==> src/rtl/ht_reset_seq.sv <==
// Reset sequencer: stretches and staggers the platform/soft reset
// into NUM_CH pipelined, replicated active-high reset channels.
module ht_reset_seq #(
    parameter int NUM_CH  = 4,
    parameter int STRETCH = 8,
    parameter int STAGGER = 4,
    parameter int PIPE    = 2
) (
    input  logic              clkhx,
    input  logic              i_reset,
    input  logic              i_soft_reset,
    output logic [NUM_CH-1:0] o_reset,
    output logic              o_ready
);

    localparam int CNT_MAX = (STRETCH > STAGGER) ? STRETCH : STAGGER;
    localparam int CNT_W   = $clog2(CNT_MAX + 1);
    localparam int CH_W    = $clog2(NUM_CH + 1);

    localparam logic [CNT_W-1:0] STRETCH_C = CNT_W'(STRETCH);
    localparam logic [CNT_W-1:0] STAGGER_C = CNT_W'(STAGGER);
    localparam logic [CNT_W-1:0] CNT_ONE   = CNT_W'(1);
    localparam logic [CNT_W-1:0] CNT_TWO   = CNT_W'(2);
    localparam logic [CH_W-1:0]  CH_ONE    = CH_W'(1);
    localparam logic [CH_W-1:0]  CH_LAST   = CH_W'(NUM_CH - 1);

    localparam bit ONE_SHOT = (NUM_CH == 1) || (STAGGER == 0);
    localparam logic [NUM_CH-1:0] REL0_MASK =
        ONE_SHOT ? {NUM_CH{1'b1}} : NUM_CH'(1);

    typedef enum logic [1:0] {
        HOLD,
        STRETCH_CNT,
        RELEASE,
        RUN
    } state_t;

    state_t state_q;
    logic [CNT_W-1:0] cnt_q;
    logic [CH_W-1:0] ch_q;
    (* keep = "true" *) logic [NUM_CH-1:0] irst_q;

    logic rsrc;
    logic first_rel;
    logic [NUM_CH-1:0] ch_mask;

    assign rsrc = i_reset | i_soft_reset;

    // The first low cycle spent in HOLD already counts toward the stretch.
    assign first_rel =
        ((state_q == HOLD) && (STRETCH == 1)) ||
        ((state_q == STRETCH_CNT) && (cnt_q >= STRETCH_C));

    assign ch_mask = NUM_CH'(1) << ch_q;

    always_ff @(posedge clkhx) begin
        if (rsrc) begin
            state_q <= HOLD;
            irst_q  <= '1;
            cnt_q   <= '0;
            ch_q    <= '0;
        end else if (first_rel) begin
            irst_q  <= irst_q & ~REL0_MASK;
            ch_q    <= CH_ONE;
            cnt_q   <= CNT_ONE;
            state_q <= ONE_SHOT ? RUN : RELEASE;
        end else begin
            unique case (state_q)
                HOLD: begin
                    state_q <= STRETCH_CNT;
                    cnt_q   <= CNT_TWO;
                end
                STRETCH_CNT: begin
                    cnt_q <= cnt_q + CNT_ONE;
                end
                RELEASE: begin
                    if (cnt_q >= STAGGER_C) begin
                        irst_q <= irst_q & ~ch_mask;
                        ch_q   <= ch_q + CH_ONE;
                        cnt_q  <= CNT_ONE;
                        if (ch_q == CH_LAST) begin
                            state_q <= RUN;
                        end
                    end else begin
                        cnt_q <= cnt_q + CNT_ONE;
                    end
                end
                RUN: begin
                    irst_q <= '0;
                end
                default: begin
                    state_q <= HOLD;
                end
            endcase
        end
    end

    // Global reset bypasses the pipe so assertion is seen on the next edge.
    (* keep = "true" *) logic [NUM_CH-1:0] rst_pipe_q [PIPE];
    (* keep = "true" *) logic [PIPE-1:0] rdy_pipe_q;
    logic rdy_d;

    assign rdy_d = ~|irst_q;

    always_ff @(posedge clkhx) begin
        if (i_reset) begin
            for (int i = 0; i < PIPE; i++) begin
                rst_pipe_q[i] <= '1;
            end
            rdy_pipe_q <= '0;
        end else begin
            rst_pipe_q[0] <= irst_q;
            rdy_pipe_q[0] <= rdy_d;
            for (int i = 1; i < PIPE; i++) begin
                rst_pipe_q[i] <= rst_pipe_q[i-1];
                rdy_pipe_q[i] <= rdy_pipe_q[i-1];
            end
        end
    end

    assign o_reset = rst_pipe_q[PIPE-1];
    assign o_ready = rdy_pipe_q[PIPE-1];

endmodule
==> config.mk <==
export PLATFORM = sky130hd
export DESIGN_NAME = ht_reset_seq
export DESIGN_NICKNAME = d
export VERILOG_FILES = /design/src/rtl/ht_reset_seq.sv
export SDC_FILE = /design/constraint.sdc
export NUM_CORES = 1
export LEC_CHECK = 0
export CAP_MARGIN = 20
export CORE_MARGIN = 5
export CORE_UTILIZATION = 51
export DETAILED_ROUTE_END_ITERATION = 12
export PLACE_DENSITY = 0.73
export SLEW_MARGIN = 10
export SYNTH_ARGS = -nofsm -noshare
export SYNTH_HDL_FRONTEND = slang
export SYNTH_SLANG_ARGS = --single-unit
==> constraint.sdc <==
create_clock -name clkhx -period 1.32 [get_ports clkhx]
set_input_delay 0.396 -clock clkhx [delete_from_list [all_inputs] [get_ports clkhx]]
set_output_delay 0.396 -clock clkhx [all_outputs]
set_load 0.02 [all_outputs]
==> results.sh <==
export IMPL_timing_critical_path_buf_inv=2
export IMPL_synth_avg_cell_area_sq_um=9.42
export IMPL_numCtsBuffers=3
export IMPL_gp_congestion=0.764
export IMPL_layout_commonest_cell="dfxtp_1"
export IMPL_dieArea_sq_mm=0.00333
export IMPL_setup_violations=2
export IMPL_period_share=1.02
export IMPL_nets=156
export IMPL_holdPathStages=1
export IMPL_place_area_sq_mm=0.00133
export IMPL_syn_area_sq_mm=0.00116
export IMPL_r2r_end="cnt_q[3]"
export IMPL_coreArea_sq_mm=0.00219
export IMPL_crit_family="flip-flops"
export IMPL_grt_pass1_vias=894
export IMPL_r2r_start="state_q[0]"
export IMPL_holdPathEnd="rst_pipe_q[0][4]"
export IMPL_setup_slack_ns=-0.0273
export IMPL_grt_start_max_net_pins=14
export IMPL_clockBufferDepth=2
export IMPL_port_buffers=7
export IMPL_crit_fanout=5
export IMPL_drv_cap=0
export IMPL_hold_viol_final=0
export IMPL_grt_usage=0.143
export IMPL_r2r_slack_ns=-0.03
export IMPL_initial_utilization=0.529
export IMPL_wl_per_cell_um=12.8
export IMPL_path_cells="inv_2, buf_6, ha_4, nor4bb_2, nand4_1, a21oi_1"
export IMPL_gr_total_overflow=0
export IMPL_antenna_found_initial=0
export IMPL_cp_data_required_time_ns=1.57
export IMPL_worst_slew_pin_slew_ns=0.476
export IMPL_most_common_layout_cells="dfxtp_1 (19), buf_4 (16), nor2_1 (10)"
export IMPL_clock_sinks=23
export IMPL_route_detailed_drc=0
export IMPL_worstRegToRegCells=6
export IMPL_h_tree_depth=1
export IMPL_powerDensity_mw_per_mm2=776
export IMPL_num_vias=874
export IMPL_via_per_inst=5.20
export IMPL_fmax_mhz=742
export IMPL_cts_tree="built"
export IMPL_drv_slew=0
export IMPL_skew_ns=0.00565
export IMPL_ioPinCount=8
export IMPL_grt_pass1_wl_mm=3.70
export IMPL_rsz0062_at_grt="yes"
export IMPL_die_h_um=57.7
export IMPL_power_mw=1.11
export IMPL_worstSkewPairLatency_ns=0.31
export IMPL_hpwl_mm=1.60
export IMPL_synth_fp_nets=138
export IMPL_max_stage_delay_ns=0.37
export IMPL_crit_path_end_kind="flop"
export IMPL_insertedDiodeCount=0
export IMPL_peakVddDrop_uv=658
export IMPL_drt_wl_total_mm=2.16
export IMPL_violations="negative setup slack"
export IMPL_yosys_warnings=0
export IMPL_drt_initial_drc_count=8
export IMPL_pre_cts_slack_ns=-0.345
export IMPL_cp_slowest_cell="dfxtp_2"
export IMPL_final_area_sq_mm=0.00143
export IMPL_fp_dieW_um=57.7
export IMPL_critPathKind="reg2reg"
export IMPL_finalCriticalPeriod_ns=1.35
export IMPL_dp_cells=161
export IMPL_relSlewSlack=0.682
export IMPL_syn_to_final_growth_pct=23.6
export IMPL_syn_instance_count=123
export IMPL_first_pass_iters=4
export IMPL_cp_arrival_ns=1.60
export IMPL_final_cells=168
export IMPL_rows=17
export IMPL_status="complete, but fails checks"
export IMPL_min_from="rst_pipe_q[0][0]"
export IMPL_holdCritPathClass="reg2reg"
export IMPL_drive_gt1_frac=0.407
export IMPL_clockRootBuffer="clkbuf_4"
export IMPL_startpoint_type="flop"
export IMPL_ant_nets=0
export IMPL_p_leak_nw=0.550
export IMPL_cts_clk_slew_worst_paths_ns=0.12
-- state kept, by name, indices dropped and copies added (netlist names) --
register	flops
rst_pipe_q	8
ch_q	3
rdy_pipe_q	2
irst_q	4
cnt_q	4
state_q	2
-- per-layer routing --
layer / track usage / wire length [um]
met5: 0 / 0
met4: 0.0596 / 44
met3: 0.0401 / 51
met2: 0.256 / 1130
met1: 0.155 / 929
-- through the flow --
stage	hold slack [ns]	TNS, ns	utilization
detailed placement	0.397	-4.00	0.606
finish	0.420	-0.0529	0.654
floorplan	0.389	-0.0266	-
global route	0.449	-0.328	0.654
global placement	0.393	-3.80	0.606
CTS	0.427	-0.0774	0.653
-- worst max path at each step --
stage                     from        to  slack [ns]  depth (start not counted)
floorplan           state_q[0]  cnt_q[0]       -0.02                          5
global placement       i_reset  cnt_q[2]       -0.29                          5
detailed placement     i_reset  cnt_q[2]       -0.35                          5
CTS                 state_q[0]  cnt_q[2]       -0.04                          6
global route        state_q[0]  cnt_q[3]       -0.09                          6
finish              state_q[0]  cnt_q[3]       -0.03                          6
-- power breakdown --
| part | total [mW] | switching (mW) | internal, mW |
|---|---|---|---|
| clock network | 0.317 | 0.203 | 0.113 |
| registers | 0.700 | 0.00410 | 0.696 |
| logic | 0.0946 | 0.0436 | 0.0510 |
-- cell type report --
class,count,area [sq um]
Clock inverter,1,5.00
Fill cell,176,758
Inverter,8,30.0
Tap cell,28,35.0
Timing Repair Buffer,24,176
Sequential cell,23,468
Multi-Input combinational cell,81,696
Clock buffer,3,22.5
-- what timing repair did --
item                       4_1_cts  5_1_grt
hold buffers                     0        0
pin swaps                        7        1
gates resized for setup         27       12
setup endpoints to repair       18       14
buffers inserted                 3        0
Note: power is estimated with default switching activity, not from simulation.
